==> src/rtl/h_lock_pkg.sv <==
// rtl/h_lock_pkg.sv - shared types and widths for the lock password path
package h_lock_pkg;

  localparam int CODE_W = 16;
  localparam int FAIL_W = 4;

  typedef enum logic [2:0] {
    ST_IDLE     = 3'd0,
    ST_ENTRY    = 3'd1,
    ST_COMPARE  = 3'd2,
    ST_UNLOCKED = 3'd3,
    ST_LOCKOUT  = 3'd4
  } lock_state_t;

endpackage

==> src/rtl/h_btn_edge.sv <==
// rtl/h_btn_edge.sv - button synchronizer with one-cycle release pulse
module h_btn_edge (
  input  logic clk_in,
  input  logic rst_n,
  input  logic btn_in,
  output logic pulse_out
);

  logic sync_q1;
  logic sync_q2;
  logic sync_q3;

  // sync_q3 lags sync_q2 by one cycle; a 1->0 step there is a release
  always_ff @(posedge clk_in) begin
    if (!rst_n) begin
      sync_q1   <= 1'b0;
      sync_q2   <= 1'b0;
      sync_q3   <= 1'b0;
      pulse_out <= 1'b0;
    end else begin
      sync_q1   <= btn_in;
      sync_q2   <= sync_q1;
      sync_q3   <= sync_q2;
      pulse_out <= sync_q3 & ~sync_q2;
    end
  end

endmodule

==> src/rtl/h_unlock_check.sv <==
// rtl/h_unlock_check.sv - password check FSM with failure counting and timed lockout
module h_unlock_check
  import h_lock_pkg::*;
#(
  parameter int unsigned MAX_TRIES      = 3,
  parameter int unsigned UNLOCK_CYCLES  = 32'd500_000_000,
  parameter int unsigned LOCKOUT_CYCLES = 32'd3_000_000_000,
  parameter int unsigned TIMER_W        = 32
) (
  input  logic              clk_in,
  input  logic              rst_n,
  input  logic              enb_check,
  input  logic [CODE_W-1:0] value_16bit,
  input  logic [CODE_W-1:0] password,
  input  logic              confirm_button,
  input  logic              exit_button,
  output logic              unlocked,
  output logic              alarm,
  output logic              wrong_pulse,
  output logic [FAIL_W-1:0] fail_count,
  output logic [2:0]        state_dbg
);

  localparam logic [TIMER_W-1:0] UNLOCK_LOAD  = TIMER_W'(UNLOCK_CYCLES - 1);
  localparam logic [TIMER_W-1:0] LOCKOUT_LOAD = TIMER_W'(LOCKOUT_CYCLES - 1);
  localparam logic [FAIL_W-1:0]  FAIL_SAT     = FAIL_W'(MAX_TRIES);

  lock_state_t        state;
  logic [CODE_W-1:0]  code_q;
  logic [TIMER_W-1:0] timer;
  logic               confirm_pulse;
  logic               exit_pulse;
  logic               last_try;

  h_btn_edge u_confirm (
    .clk_in    (clk_in),
    .rst_n     (rst_n),
    .btn_in    (confirm_button),
    .pulse_out (confirm_pulse)
  );

  h_btn_edge u_exit (
    .clk_in    (clk_in),
    .rst_n     (rst_n),
    .btn_in    (exit_button),
    .pulse_out (exit_pulse)
  );

  assign last_try  = (32'(fail_count) + 32'd1) >= MAX_TRIES;
  assign state_dbg = state;

  always_ff @(posedge clk_in) begin
    if (!rst_n) begin
      state       <= ST_IDLE;
      code_q      <= '0;
      timer       <= '0;
      unlocked    <= 1'b0;
      alarm       <= 1'b0;
      wrong_pulse <= 1'b0;
      fail_count  <= '0;
    end else begin
      wrong_pulse <= 1'b0;
      case (state)
        ST_IDLE: begin
          if (enb_check) state <= ST_ENTRY;
        end
        ST_ENTRY: begin
          // exit outranks confirm so a simultaneous release captures nothing
          if (!enb_check || exit_pulse) begin
            state <= ST_IDLE;
          end else if (confirm_pulse) begin
            code_q <= value_16bit;
            state  <= ST_COMPARE;
          end
        end
        ST_COMPARE: begin
          if (code_q == password) begin
            fail_count <= '0;
            timer      <= UNLOCK_LOAD;
            unlocked   <= 1'b1;
            state      <= ST_UNLOCKED;
          end else begin
            wrong_pulse <= 1'b1;
            if (last_try) begin
              fail_count <= FAIL_SAT;
              timer      <= LOCKOUT_LOAD;
              alarm      <= 1'b1;
              state      <= ST_LOCKOUT;
            end else begin
              fail_count <= fail_count + 1'b1;
              state      <= ST_ENTRY;
            end
          end
        end
        ST_UNLOCKED: begin
          if (timer == '0 || exit_pulse) begin
            unlocked <= 1'b0;
            state    <= ST_IDLE;
          end else begin
            timer <= timer - 1'b1;
          end
        end
        ST_LOCKOUT: begin
          if (timer == '0) begin
            alarm      <= 1'b0;
            fail_count <= '0;
            state      <= ST_IDLE;
          end else begin
            timer <= timer - 1'b1;
          end
        end
        default: state <= ST_IDLE;
      endcase
    end
  end

endmodule

==> config.mk <==
export PLATFORM = sky130hd
export DESIGN_NAME = h_unlock_check
export DESIGN_NICKNAME = d
export VERILOG_FILES = /design/src/rtl/h_lock_pkg.sv /design/src/rtl/h_btn_edge.sv /design/src/rtl/h_unlock_check.sv
export SDC_FILE = /design/constraint.sdc
export NUM_CORES = 1
export LEC_CHECK = 0
export ABC_AREA = 0
export CORE_MARGIN = 4
export CORE_UTILIZATION = 45
export CTS_CLUSTER_DIAMETER = 100
export DETAILED_ROUTE_END_ITERATION = 8
export PLACE_DENSITY = 0.66
export SYNTH_ARGS = -nofsm -noshare
export SYNTH_HDL_FRONTEND = slang
export SYNTH_SLANG_ARGS = --single-unit
==> constraint.sdc <==
create_clock -name clk_in -period 2.7 [get_ports clk_in]
set_input_delay 0.675 -clock clk_in [delete_from_list [all_inputs] [get_ports clk_in]]
set_output_delay 0.675 -clock clk_in [all_outputs]
set_load 0.02 [all_outputs]
==> qor.yml <==
synth.area.top_cells: "dfxtp_1 (36%), nand2_1 (6.4%), xnor2_1 (4.1%)"
io_buffers: 46
crit_top_cell: "buf_4"
cts.sinks: 66
cts.hold.buffers_added: 0
ys_warn_count: 0
drtIter0Drc: 168
crit_cells: 9
cp_top_family: "simple AND/OR/NAND/NOR gates"
period_share_pct: 92.1
place_inst: 581
vdd_drop_max_mv: 0.346
final_core_util_pct: 58.5
path_cells: "clkdlybuf4s50_1 -> xnor2_1 -> nand4_1 -> nor4_2 -> buf_4 -> o41ai_2 -> buf_4 -> or4_1 -> a21oi_1"
antenna_left: 0
rsz0062_at_grt: "false"
die-area_mm2: 0.00967
outcome: "finished, final reports clean"
grt_pass1_vias: 3169
wl_um: 9220
synth_ff_type: "dfxtp_1"
cts_max_level: 3
worstSetupStartpoint: "password[5]"
synthTopCellsByCount: "dfxtp_1 (66), nand2_1 (63), nor2_1 (28)"
max_freq_mhz: 402
start_kind: "input pin"
critical_path.max_stage_delay_ns: 0.47
holdPathStages: 1
vias_per_cell: 5.74
required_ns: 2.97
post_layout_nonfiller_instances: 597
synthArstFlopShare_pct: 0
grt_antenna_before_repair: 0
p_per_area_mw_per_mm2: 480
grt_overflow: 0
crit_type: "in -> reg"
path_buf_inv: 3
synth_top_area_share_pct: 36.0
grtUsageTotal_pct: 19.4
numCtsBuffers: 9
ys_seq_area_share_pct: 36.0
drc: 0
ys_ff_latch: 66
die_y_um: 98.3
clockRootBuffer: "clkbuf_8"
worst_hold_slack_ns: 0.403
place_hpwl_um: 6520
cp_max_fo: 13
synthDistinctLibCells: 70
place_congestion: 0.833
cp_slowest_cell: "clkdlybuf4s50_1"
postSynthAreaPerCell_um2: 8.46
finalNetCount: 531
synth_area_mm2: 0.00367
postCtsSetupRepairBufs: 0
detail_route.wl_per_cell_um: 15.4
drv_slew: 0
min_from: "u_confirm.sync_q2"
end_kind: "flip-flop"
core_mm2: 0.00785
power.leakage_nw: 1.75
rows: 32
r2r_cells: 10
clockBufferDepth: 2
clk_latency_ns: 0.34
yosysTopAreaCell: "dfxtp_1"
tightest_slew_ns: 0.573
syn-num-nets: 475
skew_ns: 0.00832
finalCriticalPeriod_ns: 2.49
grt_pass1_wl_um: 15700
first_pass_iters: 4
die_x_um: 98.3
hold_class: "reg -> reg"
synth_cells: 434
arrival_ns: 2.76
synth-edff-count: 0
cts.clk_slew.worst_paths_ns: 0.08
syn2layout_area_growth_pct: 24.9
grt_max_degree: 38
yosysMostFrequentCell: "dfxtp_1"
r2r-start: "fail_count[0]"
drive_above_1_share_pct: 12.7
finalHoldViolCount: 0
cts-resized-gates: 0
setup_viol: 0
start_util_pct: 46.8
vias: 3429
maxCapViolations: 0
max_slew_margin_pct: 61.8
ios: 47
antenna_cells: 0
cts_tree: "done"
-- path summary, 6_finish.rpt --
| check | endpoint | slack [ns] |
|---|---|---|
| setup / recovery | timer[21] | 0.21 |
| hold / removal | u_confirm.pulse_out | 0.40 |
| setup reg to reg | timer[2] | 0.22 |
| hold reg to reg | u_confirm.pulse_out | 0.40 |
-- final cells by class --
cell class              instances  area [um^2]
fillers                       735         3260
flip-flops and latches         66         1320
multi-input cells             333         2190
clock buffers                  10          138
repair buffers                 71          668
well taps                     102          128
clock inverters                 6          111
inverters                       9         33.8
-- state kept, by name, summed over array words and instances, names as in the netlist, 3 cells and up --
signal / cells
state_dbg: 3
code_q: 16
fail_count: 4
timer: 32
-- layout by cell type (no fill, tap or decap), types with 3 or more instances in the layout --
cell type and instances:
a211o_1 7, a21boi_0 8, a21boi_1 14, a21o_1 4
a21oi_1 23, a31o_1 8, a31oi_1 3, and2_1 8
buf_4 23, bufinv_16 3, clkbuf_8 10, clkdlybuf4s50_1 45
dfxtp_1 66, ha_1 4, inv_1 9, nand2_1 63
nand2b_1 10, nand3_1 9, nand3b_1 3, nand4_1 11
nor2_1 28, nor3_1 13, nor4_1 3, o211a_1 8
o21a_1 3, o21ai_0 7, o21ai_1 4, o311a_1 10
o31a_1 3, o31ai_1 6, or3_1 6, or4_1 6
xnor2_1 17
-- layer usage --
metal / global-route usage (%) / share of wire [%] / vias to the layer above
li1: - / - / 1709
met1: 26.8 / 47 / 1614
met2: 31.0 / 46 / 100
met3: 5.14 / 6.4 / 6
met4: 3.36 / 0.51 / 0
met5: 0 / 0 / -
-- where the power goes --
| group | leakage (nW) | total (mW) | internal (mW) | switching, mW |
|---|---|---|---|---|
| Sequential | 0.533 | 0.983 | 0.979 | 0.00404 |
| Clock | 0.123 | 1.05 | 0.641 | 0.407 |
| Combinational | 1.10 | 0.172 | 0.0940 | 0.0785 |
-- kinds of logic after synthesis --
| group | count (synthesis) | synth area share, % |
|---|---|---|
| DFF | 66 | 36.0 |
| adders and majority gates | 4 | 1.36 |
| xor gates and xnor gates | 17 | 4.05 |
| and+or+nand+nor | 186 | 28.1 |
| buffers and inverters | 35 | 4.67 |
| AOI/OAI and AO/OA | 126 | 25.8 |
-- worst register-to-register path, stage by stage, from the launching register on --
cell and delay [ns]:
dfxtp_1 0.45, inv_1 0.07, ha_1 0.30, nor2_1 0.04
nor3_1 0.14, o21ai_1 0.19, o41ai_2 0.44, buf_4 0.30
buf_4 0.19, a21oi_1 0.04, o211a_1 0.20
-- stage by stage --
stage	instance area (um^2)	setup slack [ns]	total power, mW	TNS (ns)
after floorplan	3670	0.237	1.09	0
after global placement	4340	-0.147	1.18	-1.56
after detailed placement	4340	-0.129	1.18	-1.11
after CTS	4590	0.192	2.22	0
after global routing	4590	0.0636	2.29	0
final	4590	0.214	2.20	0
Power figures use the tool's default switching activity.
